==> config.mk <==
export PLATFORM = sky130hd
export DESIGN_NAME = alu_mul_seq_flat
export DESIGN_NICKNAME = d
export VERILOG_FILES = /design/src/rtl/alu_mul_seq_if.sv /design/src/rtl/alu_mul_seq.sv /design/src/flat_wrapper.sv
export SDC_FILE = /design/constraint.sdc
export NUM_CORES = 1
export LEC_CHECK = 0
export CORE_MARGIN = 2
export CORE_UTILIZATION = 58
export CTS_BUF_LIST = sky130_fd_sc_hd__clkbuf_8
export DETAILED_ROUTE_END_ITERATION = 16
export DONT_BUFFER_PORTS = 1
export GPL_TIMING_DRIVEN = 0
export PLACE_DENSITY_LB_ADDON = 0.25
export SLEW_MARGIN = 20
export SYNTH_ARGS = -nofsm -noshare
export SYNTH_HDL_FRONTEND = slang
export SYNTH_SLANG_ARGS = --single-unit
export TNS_END_PERCENT = 10
==> constraint.sdc <==
create_clock -name clk_i -period 2.7 [get_ports clk_i]
set_clock_uncertainty 0.2 [all_clocks]
set_input_delay 0.54 -clock clk_i [delete_from_list [all_inputs] [get_ports clk_i]]
set_output_delay 0.54 -clock clk_i [all_outputs]
set_load 0.05 [all_outputs]
==> src/rtl/alu_mul_seq_if.sv <==
// Bus bundle between the shift-add multiplier, its launching control unit and the shared ALU.
// slave = the multiplier; master = everything driving it (control unit + ALU).
interface alu_mul_seq_if #(
  parameter int N = 32
);
  logic         start_i;
  logic         signed_i;
  logic [N-1:0] a_i;
  logic [N-1:0] b_i;
  logic         busy_o;
  logic         done_o;
  logic [N-1:0] hi_o;
  logic [N-1:0] lo_o;
  logic [N-1:0] alu_a_o;
  logic [N-1:0] alu_b_o;
  logic         alu_c_o;
  logic         alu_invert_o;
  logic [3:0]   alu_op_o;
  logic [N-1:0] alu_res_i;
  logic         alu_c_i;

  modport slave (
    input  start_i, signed_i, a_i, b_i, alu_res_i, alu_c_i,
    output busy_o, done_o, hi_o, lo_o,
           alu_a_o, alu_b_o, alu_c_o, alu_invert_o, alu_op_o
  );

  modport master (
    output start_i, signed_i, a_i, b_i, alu_res_i, alu_c_i,
    input  busy_o, done_o, hi_o, lo_o,
           alu_a_o, alu_b_o, alu_c_o, alu_invert_o, alu_op_o
  );
endinterface

==> src/rtl/alu_mul_seq.sv <==
// Sequential shift-add multiplier that borrows the execute-stage ALU adder for N iterations
// and returns the 2N-bit product as HI/LO words. Signed operands are handled as sign-magnitude.
module alu_mul_seq #(
  parameter int          N      = 32,
  parameter logic [3:0]  OP_ADD = 4'b0010
) (
  input logic          clk_i,
  input logic          rst_i,
  alu_mul_seq_if.slave bus
);

  localparam int CNT_W = $clog2(N + 1);

  localparam logic [1:0] S_IDLE = 2'd0;
  localparam logic [1:0] S_ITER = 2'd1;
  localparam logic [1:0] S_FIN  = 2'd2;

  logic [1:0]     state;
  logic [N-1:0]   mcand;
  logic [N-1:0]   acc_hi;
  logic [N-1:0]   acc_lo;
  logic [CNT_W-1:0] cnt;
  logic           neg;
  logic           done;
  logic [N-1:0]   hi;
  logic [N-1:0]   lo;

  logic [N-1:0]   a_mag;
  logic [N-1:0]   b_mag;
  logic [N-1:0]   alu_a;
  logic [N-1:0]   alu_b;
  logic [2*N-1:0] prod;

  // NOTE: every variable assigned in always_comb gets a default first, so no path leaves it
  // unassigned and no latch is inferred.
  always_comb begin
    a_mag = bus.a_i;
    b_mag = bus.b_i;
    if (bus.signed_i && bus.a_i[N-1]) a_mag = -bus.a_i;
    if (bus.signed_i && bus.b_i[N-1]) b_mag = -bus.b_i;

    alu_a = '0;
    alu_b = '0;
    if (state == S_ITER) begin
      alu_a = acc_hi;
      alu_b = acc_lo[0] ? mcand : '0;
    end

    // The magnitude of -2^(N-1) fits in N unsigned bits, so restoring the sign is always exact.
    prod = neg ? -{acc_hi, acc_lo} : {acc_hi, acc_lo};
  end

  // NOTE: sequential state uses non-blocking assignments only, so every register samples the
  // values from before the edge regardless of statement order.
  always_ff @(posedge clk_i) begin
    if (rst_i) begin
      state  <= S_IDLE;
      mcand  <= '0;
      acc_hi <= '0;
      acc_lo <= '0;
      cnt    <= '0;
      neg    <= 1'b0;
      done   <= 1'b0;
      hi     <= '0;
      lo     <= '0;
    end else begin
      done <= 1'b0;
      case (state)
        S_IDLE: begin
          if (bus.start_i) begin
            mcand  <= a_mag;
            acc_lo <= b_mag;
            acc_hi <= '0;
            cnt    <= '0;
            neg    <= bus.signed_i & (bus.a_i[N-1] ^ bus.b_i[N-1]);
            state  <= S_ITER;
          end
        end
        S_ITER: begin
          // Adder carry becomes the new top bit as the partial product shifts right.
          {acc_hi, acc_lo} <= {bus.alu_c_i, bus.alu_res_i, acc_lo[N-1:1]};
          cnt              <= cnt + CNT_W'(1);
          if (cnt == CNT_W'(N - 1)) state <= S_FIN;
        end
        S_FIN: begin
          {hi, lo} <= prod;
          done     <= 1'b1;
          state    <= S_IDLE;
        end
        default: state <= S_IDLE;
      endcase
    end
  end

  assign bus.busy_o       = (state != S_IDLE);
  assign bus.done_o       = done;
  assign bus.hi_o         = hi;
  assign bus.lo_o         = lo;
  assign bus.alu_a_o      = alu_a;
  assign bus.alu_b_o      = alu_b;
  assign bus.alu_c_o      = 1'b0;
  assign bus.alu_invert_o = 1'b0;
  assign bus.alu_op_o     = OP_ADD;

endmodule

==> src/flat_wrapper.sv <==
// flat-port wrapper written by rule: the top's interface ports become plain ports
module alu_mul_seq_flat 
#(
  parameter int          N      = 32,
  parameter logic [3:0]  OP_ADD = 4'b0010
)
  (clk_i, rst_i, bus_start_i, bus_signed_i, bus_a_i, bus_b_i, bus_alu_res_i, bus_alu_c_i, bus_busy_o, bus_done_o, bus_hi_o, bus_lo_o, bus_alu_a_o, bus_alu_b_o, bus_alu_c_o, bus_alu_invert_o, bus_alu_op_o);
  alu_mul_seq_if #(.N(N)) bus_i ();
  input logic clk_i;
  input logic rst_i;
  input wire logic [$bits(bus_i.start_i)-1:0] bus_start_i;
  input wire logic [$bits(bus_i.signed_i)-1:0] bus_signed_i;
  input wire logic [$bits(bus_i.a_i)-1:0] bus_a_i;
  input wire logic [$bits(bus_i.b_i)-1:0] bus_b_i;
  input wire logic [$bits(bus_i.alu_res_i)-1:0] bus_alu_res_i;
  input wire logic [$bits(bus_i.alu_c_i)-1:0] bus_alu_c_i;
  output wire logic [$bits(bus_i.busy_o)-1:0] bus_busy_o;
  output wire logic [$bits(bus_i.done_o)-1:0] bus_done_o;
  output wire logic [$bits(bus_i.hi_o)-1:0] bus_hi_o;
  output wire logic [$bits(bus_i.lo_o)-1:0] bus_lo_o;
  output wire logic [$bits(bus_i.alu_a_o)-1:0] bus_alu_a_o;
  output wire logic [$bits(bus_i.alu_b_o)-1:0] bus_alu_b_o;
  output wire logic [$bits(bus_i.alu_c_o)-1:0] bus_alu_c_o;
  output wire logic [$bits(bus_i.alu_invert_o)-1:0] bus_alu_invert_o;
  output wire logic [$bits(bus_i.alu_op_o)-1:0] bus_alu_op_o;
  assign bus_i.start_i = bus_start_i;
  assign bus_i.signed_i = bus_signed_i;
  assign bus_i.a_i = bus_a_i;
  assign bus_i.b_i = bus_b_i;
  assign bus_i.alu_res_i = bus_alu_res_i;
  assign bus_i.alu_c_i = bus_alu_c_i;
  assign bus_busy_o = bus_i.busy_o;
  assign bus_done_o = bus_i.done_o;
  assign bus_hi_o = bus_i.hi_o;
  assign bus_lo_o = bus_i.lo_o;
  assign bus_alu_a_o = bus_i.alu_a_o;
  assign bus_alu_b_o = bus_i.alu_b_o;
  assign bus_alu_c_o = bus_i.alu_c_o;
  assign bus_alu_invert_o = bus_i.alu_invert_o;
  assign bus_alu_op_o = bus_i.alu_op_o;
  alu_mul_seq #(.N(N), .OP_ADD(OP_ADD)) u_core (.clk_i(clk_i), .rst_i(rst_i), .bus(bus_i));
endmodule
## After elaboration in Yosys (flattened, before gate mapping)

Cells that the tools add are included.

- Add/subtract/negate cells: 4
- Equal/unequal tests: 5
- Muxes and demuxes: 16
- Bitwise gates (word level): 2
- Reductions and logical operators: 8

Operators with widths:

| operator | number |
|---|---|
| two-way mux 32 bit | 7 |
| one-hot mux 32 bit (2 select lines) | 2 |
| two-way mux 64 bit | 1 |
| negation 32 bit | 2 |
| negation 64 bit | 1 |
| one-hot mux 6 bit (2 select lines) | 1 |
| adder 6 x 1 -> 6 bit (second input constant) | 1 |
| equality test 6 x 5 -> 1 bit (second input constant) | 1 |
| two-way mux 6 bit | 1 |
| AND reduction 2 bit | 3 |
| two-way mux 2 bit | 2 |
| != test 2 bit (second input constant) | 2 |
| one-hot mux 2 bit (2 select lines) | 1 |
| nonzero test 2 bit | 2 |
| equality test 2 x 1 -> 1 bit (second input constant) | 1 |
| equality test 2 bit (second input constant) | 1 |
| logical AND 1 bit | 2 |
| logical NOT 2 bit | 1 |
| bitwise AND 1 bit | 1 |
| two-way mux 1 bit | 1 |
| XOR 1 bit | 1 |

- Register bits after elaboration: 170
- Input port bits: 101
- Output and inout bits: 136
- Logic and storage cells: 44

## Longest topological paths before layout

- Depth in word-level cells: 4
- Depth in mapped cells: 10
- Depth with buffers taken out: 8

## Worst setup path before layout

No wires, ideal clock.

- Path kind: register to register
- From: reg u_core.acc_lo[0]
- To: reg u_core.hi[0] (netlist: u_core.bus.hi_o[0])
- Setup time: 0.129 ns
- Arrival time: 2.597 ns
- Required time: 2.371 ns
- Slack: -0.225 ns
- Stages on the path, launching flop included: 11
- Clock period less this slack: 2.925 ns
- Path through: dfxtp_1 -> clkbuf_1 -> clkbuf_1 -> inv_1 -> ha_1 -> or4b_2 -> nor3b_1 -> nand3_1 -> o41ai_1 -> xor2_1 -> o21ai_0

- Longest elaborated chain between the ends: 2

Ends and longest elaborated chain:

| what | line | RTL |
|---|---|---|
| start: declaration | alu_mul_seq.sv:21 | `logic [N-1:0] acc_lo;` |
| start signal: assignment | alu_mul_seq.sv:72 | `acc_lo <= b_mag;` |
| start signal: assignment | alu_mul_seq.sv:81 | `{acc_hi, acc_lo} <= {bus.alu_c_i, bus.alu_res_i, acc_lo[N-1:1]};` |
| negation 64 bit | alu_mul_seq.sv:50 | `prod = neg ? -{acc_hi, acc_lo} : {acc_hi, acc_lo};` |
| two-way mux 64 bit | alu_mul_seq.sv:50 |  |
| end signal: assignment | alu_mul_seq.sv:86 | `{hi, lo} <= prod;` |
| end: declaration | alu_mul_seq.sv:25 | `logic [N-1:0] hi;` |

Every way passes these cells.
A chain may end at the register's enable or synchronous reset.

## Worst setup path in the final report

- From: reg u_core.state[1]
- To: out bus_alu_a_o[16]

- Longest elaborated chain between the ends: 2

Ends and longest elaborated chain:

| what | line | RTL |
|---|---|---|
| start: declaration | alu_mul_seq.sv:18 | `logic [1:0] state;` |
| start signal: assignment | alu_mul_seq.sv:57 | `state <= S_IDLE;` |
| start signal: assignment | alu_mul_seq.sv:76 | `state <= S_ITER;` |
| start signal: assignment | alu_mul_seq.sv:83 | `if (cnt == CNT_W'(N - 1)) state <= S_FIN;` |
| equality test 2 x 1 -> 1 bit | alu_mul_seq.sv:44 | `if (state == S_ITER) begin` |
| two-way mux 32 bit | alu_mul_seq.sv:44 |  |
| end: declaration | flat_wrapper.sv:21 | `output wire logic [$bits(bus_i.alu_a_o)-1:0] bus_alu_a_o;` |

Every way passes these cells.

==> results.txt <==
- Power spread over the standard cell area amounts to 569 nW/um2.
- The number of hold-slack violations in the final timing report came to 1.
- Commonest cells in the netlist: sky130_fd_sc_hd__dfxtp_1, sky130_fd_sc_hd__nor2_1, sky130_fd_sc_hd__nand2_1
* Min-Delay Startpoint: bus_alu_res_i[11]
- The number of antenna diodes in the final layout is 0.
- Cell Chain, Critical Path: nand2b_1, clkbuf_1, clkbuf_1, nor2_4
- Clock tree synthesis found a total of 170 sinks.
* Sw Ratio: 0.321
* Area growth from synthesis to layout: 14.7%
- Count of input and output buffers: 0
- Setup total negative slack: 0 ns
- Counting flops with a built-in enable in the synthesized netlist gives 0.
- The largest total area in the synthesized netlist belongs to sky130_fd_sc_hd__dfxtp_1.
- Total DRC errors in the routed layout: 0
- Startpoint of the worst register-to-register path: u_core.acc_lo[0]
- Critical path startpoint: u_core.state[1]
- Endpoint class of the critical path: primary output
- The share of total power dissipated in combinational logic is 0.204.
- The total overflow left after global routing is 0.
* Weighted congestion reported at the end of routability-driven placement: 0.906
- In this run the deepest clock path goes through 2 buffers.
* Vias in the first global route: 7910
- The first global-routing pass estimated 41900 um of wire.
- Of the post-synthesis cell area, the dominant cell type holds 0.378.
- Ranked by total cell area, the synthesized netlist is headed by sky130_fd_sc_hd__dfxtp_1, sky130_fd_sc_hd__xor2_1, sky130_fd_sc_hd__nor2_1.
* Initial Utilization: 0.593
- Pin slew with the least headroom to its limit: 1.17 ns
* Post-synth ARST share: 0
- CTS tree: yes
- From bottom edge to top edge, the die measures 129 um.
* Netlist Area Pre-Place: 9010 um2
- Total core area: 15200 um2
* Antenna violations before repair: 0
- Most common cell in the synthesized netlist: sky130_fd_sc_hd__dfxtp_1
- Placed cell count: 1285
* Sw power: 1.89 mW
- Worst hold-check path type: input port to flop
* Pin count of the biggest net entering global routing: 17
* Maximum level of the CTS H-tree: 4
- Register area share after synthesis: 0.378
* Clock network fraction of design power: 0.324
- For this block, the routed nets add up to 28100 um of wire.
* Final count of pins violating max slew: 0
- The worst setup path is of the flop to primary output kind.
- For this design the top-level I/O count stands at 237.
* RSZ-0062 raised after global routing: true
- Total via count in the routed design: 8623
- The count of cells in the finished layout, fillers not included, comes to 1339.
* Leak Pwr: 3.69 nW
- Sequential share of power: 0.473
- For this run, the top clock speed supported by timing is 0.374 GHz.
* Clock buffers created by TritonCTS: 17
- Most used flip-flop cell after synthesis: sky130_fd_sc_hd__dfxtp_1
- The synthesized netlist contains 59 unique library cells.
* Gate count after technology mapping: 1093
- Clock-pin transition on the worst setup and hold timing paths: 0.09 ns
- The smallest clock period supported by the final layout is computed as 2.67 ns.
- Crit-path most repeated cell: sky130_fd_sc_hd__clkbuf_1
* Dpl hpwl: 20400 um
- DRT Pass-1 Iters: 6
- Slack of the worst reg-to-reg path: 0.04 ns
- Headroom to the max-slew limit came out at 0.211.
- Result of the run: finished, violations left
- Placement-stage worst setup slack: -0.659 ns
- Max-cap check violation count: 0
- Final cycle utilization of the critical path: 0.990
- Arrival time at the worst endpoint: 1.93 ns
- Latest clock arrival within the worst-skew pair: 0.47 ns
* NumNets Final: 1243
* Number of DRC violations after detailed-routing iteration 0: 703
* Required time of the worst setup path: 1.96 ns
- Post-place instance area: 9310 um2
- Counting the fill cells in the layout gives 1245.
- STA classifies the critical path startpoint as a flop.
* Clock root cell: sky130_fd_sc_hd__clkbuf_8
- In the global route stage, overall resource usage came out at 0.321.
- Final worst slack: 0.0281 ns
* Violated checks: hold timing
* Detail Route Antenna Nets: 0
- Vias/cell: 6.44
- Area of the die: 16500 um2
- # rows: 45
- Number of warnings printed during yosys synthesis: 0
* Wirelength per Cell: 21.0 um
- Total setup violations reported at the end of the flow: 0
* Hold Slack: -0.0000364 ns
- Synth Register Bits: 170
* Worst stage delay on the critical path: 0.45 ns
- VDD IR-drop max: 339 uV
- Internal cell power: 3.99 mW
- Post-route cell area: 10300 um2
* Slowest CP cell: sky130_fd_sc_hd__clkbuf_1
* X dimension of the die: 129 um
- In this run the worst path has a maximum fanout of 10.
- After synthesis, the mean cell area works out to 8.24 um2.
- Of the cells placed in the final design, the portion with a size suffix greater than 1 is 0.149.
worst max-delay path, delay by kind of cell (launching register included):
kind | cells | cell delay, ns
flops | 1 | 0.38
buf+inv | 2 | 0.77
simple gates | 2 | 0.31
kinds of logic after synthesis:
| group | after synthesis | share of synthesized area |
|---|---|---|
| simple gates | 392 | 0.227 |
| compound gates | 311 | 0.230 |
| flops | 170 | 0.378 |
| xor+xnor | 112 | 0.109 |
| buf+inv | 97 | 0.0439 |
| mux | 5 | 0.00583 |
| fa+ha+maj | 4 | 0.00556 |
| other cells | 2 | 0.000834 |
cell usage in the layout, fill, tap and decap left out, types with 16 or more instances in the layout:
master / netlist / layout
sky130_fd_sc_hd__and3_1: 48 / 16
sky130_fd_sc_hd__buf_4: 6 / 19
sky130_fd_sc_hd__a211oi_1: 55 / 55
sky130_fd_sc_hd__and2_4: 0 / 29
sky130_fd_sc_hd__clkbuf_8: 0 / 17
sky130_fd_sc_hd__o21ai_0: 56 / 52
sky130_fd_sc_hd__xor2_1: 75 / 75
sky130_fd_sc_hd__nand2_1: 77 / 77
sky130_fd_sc_hd__o22ai_1: 23 / 23
sky130_fd_sc_hd__o31ai_1: 31 / 26
sky130_fd_sc_hd__a22oi_1: 18 / 18
sky130_fd_sc_hd__dfxtp_1: 170 / 169
sky130_fd_sc_hd__and3_2: 0 / 31
sky130_fd_sc_hd__a21oi_1: 61 / 61
sky130_fd_sc_hd__xnor2_1: 37 / 37
sky130_fd_sc_hd__clkbuf_1: 73 / 61
sky130_fd_sc_hd__nor3_1: 24 / 24
sky130_fd_sc_hd__a22o_1: 33 / 33
sky130_fd_sc_hd__nor2_1: 111 / 110
routing by layer:
layer  vias up  wire length, um  global-route usage
met3        69             2850              0.0977
met2       428            13500               0.546
met4         0              680               0.105
met5         -                0                   0
li1       4057                -                   -
met1      4069            11100               0.389
flip-flops by register name, summed over array words and instances (netlist names):
register	cells
u_core.acc_hi	32
u_core.acc_lo	32
u_core.bus.done_o	1
u_core.bus.hi_o	32
u_core.bus.lo_o	32
u_core.cnt	6
u_core.mcand	32
u_core.neg	1
u_core.state	2
cell type report:
cell class	count	area, um2	share of cell area
multi-input combinational	831	5630	0.545
sequential	170	3410	0.330
buffer	81	374	0.0362
tap	188	235	0.0228
clock buffer	17	234	0.0226
timing repair buffer	24	224	0.0217
clock inverter	15	175	0.0170
inverter	13	48.8	0.00472
final timing paths:
path | endpoint | depth (start not counted)
max | bus_alu_a_o[16] | 4
min | u_core.acc_hi[10] | 1
max reg2reg | u_core.bus.hi_o[24] | 10
min reg2reg | u_core.mcand[0] | 2
what timing repair did:
action | CTS | global route
hold buffers | 9 | 2
gates resized for setup | 118 | 44
gates cloned | 0 | 2
hold endpoints to repair | 9 | 2
setup buffers | 4 | 8
pin swaps | 3 | 7
endpoints found under the setup margin | 95 | 79
through the flow:
step,hold WS (ns),util,power [mW]
2_1_floorplan,0.232,-,3.56
3_3_place_gp,0.240,0.612,3.80
3_5_place_dp,0.244,0.612,3.82
4_1_cts,0.00101,0.664,5.75
5_1_grt,0.00135,0.680,6.06
6_report,-0.0000364,0.680,5.88
power groups by stage:
stage	Combinational (mW)	Clock, mW	Sequential (mW)
final	1.20	1.90	2.78
after global routing	1.29	1.99	2.79
after CTS	1.09	1.90	2.76
after detailed placement	1.01	0	2.81
after global placement	0.996	0	2.81
after floorplan	0.801	0	2.76
No activity file was read; power rests on OpenSTA's default activity.
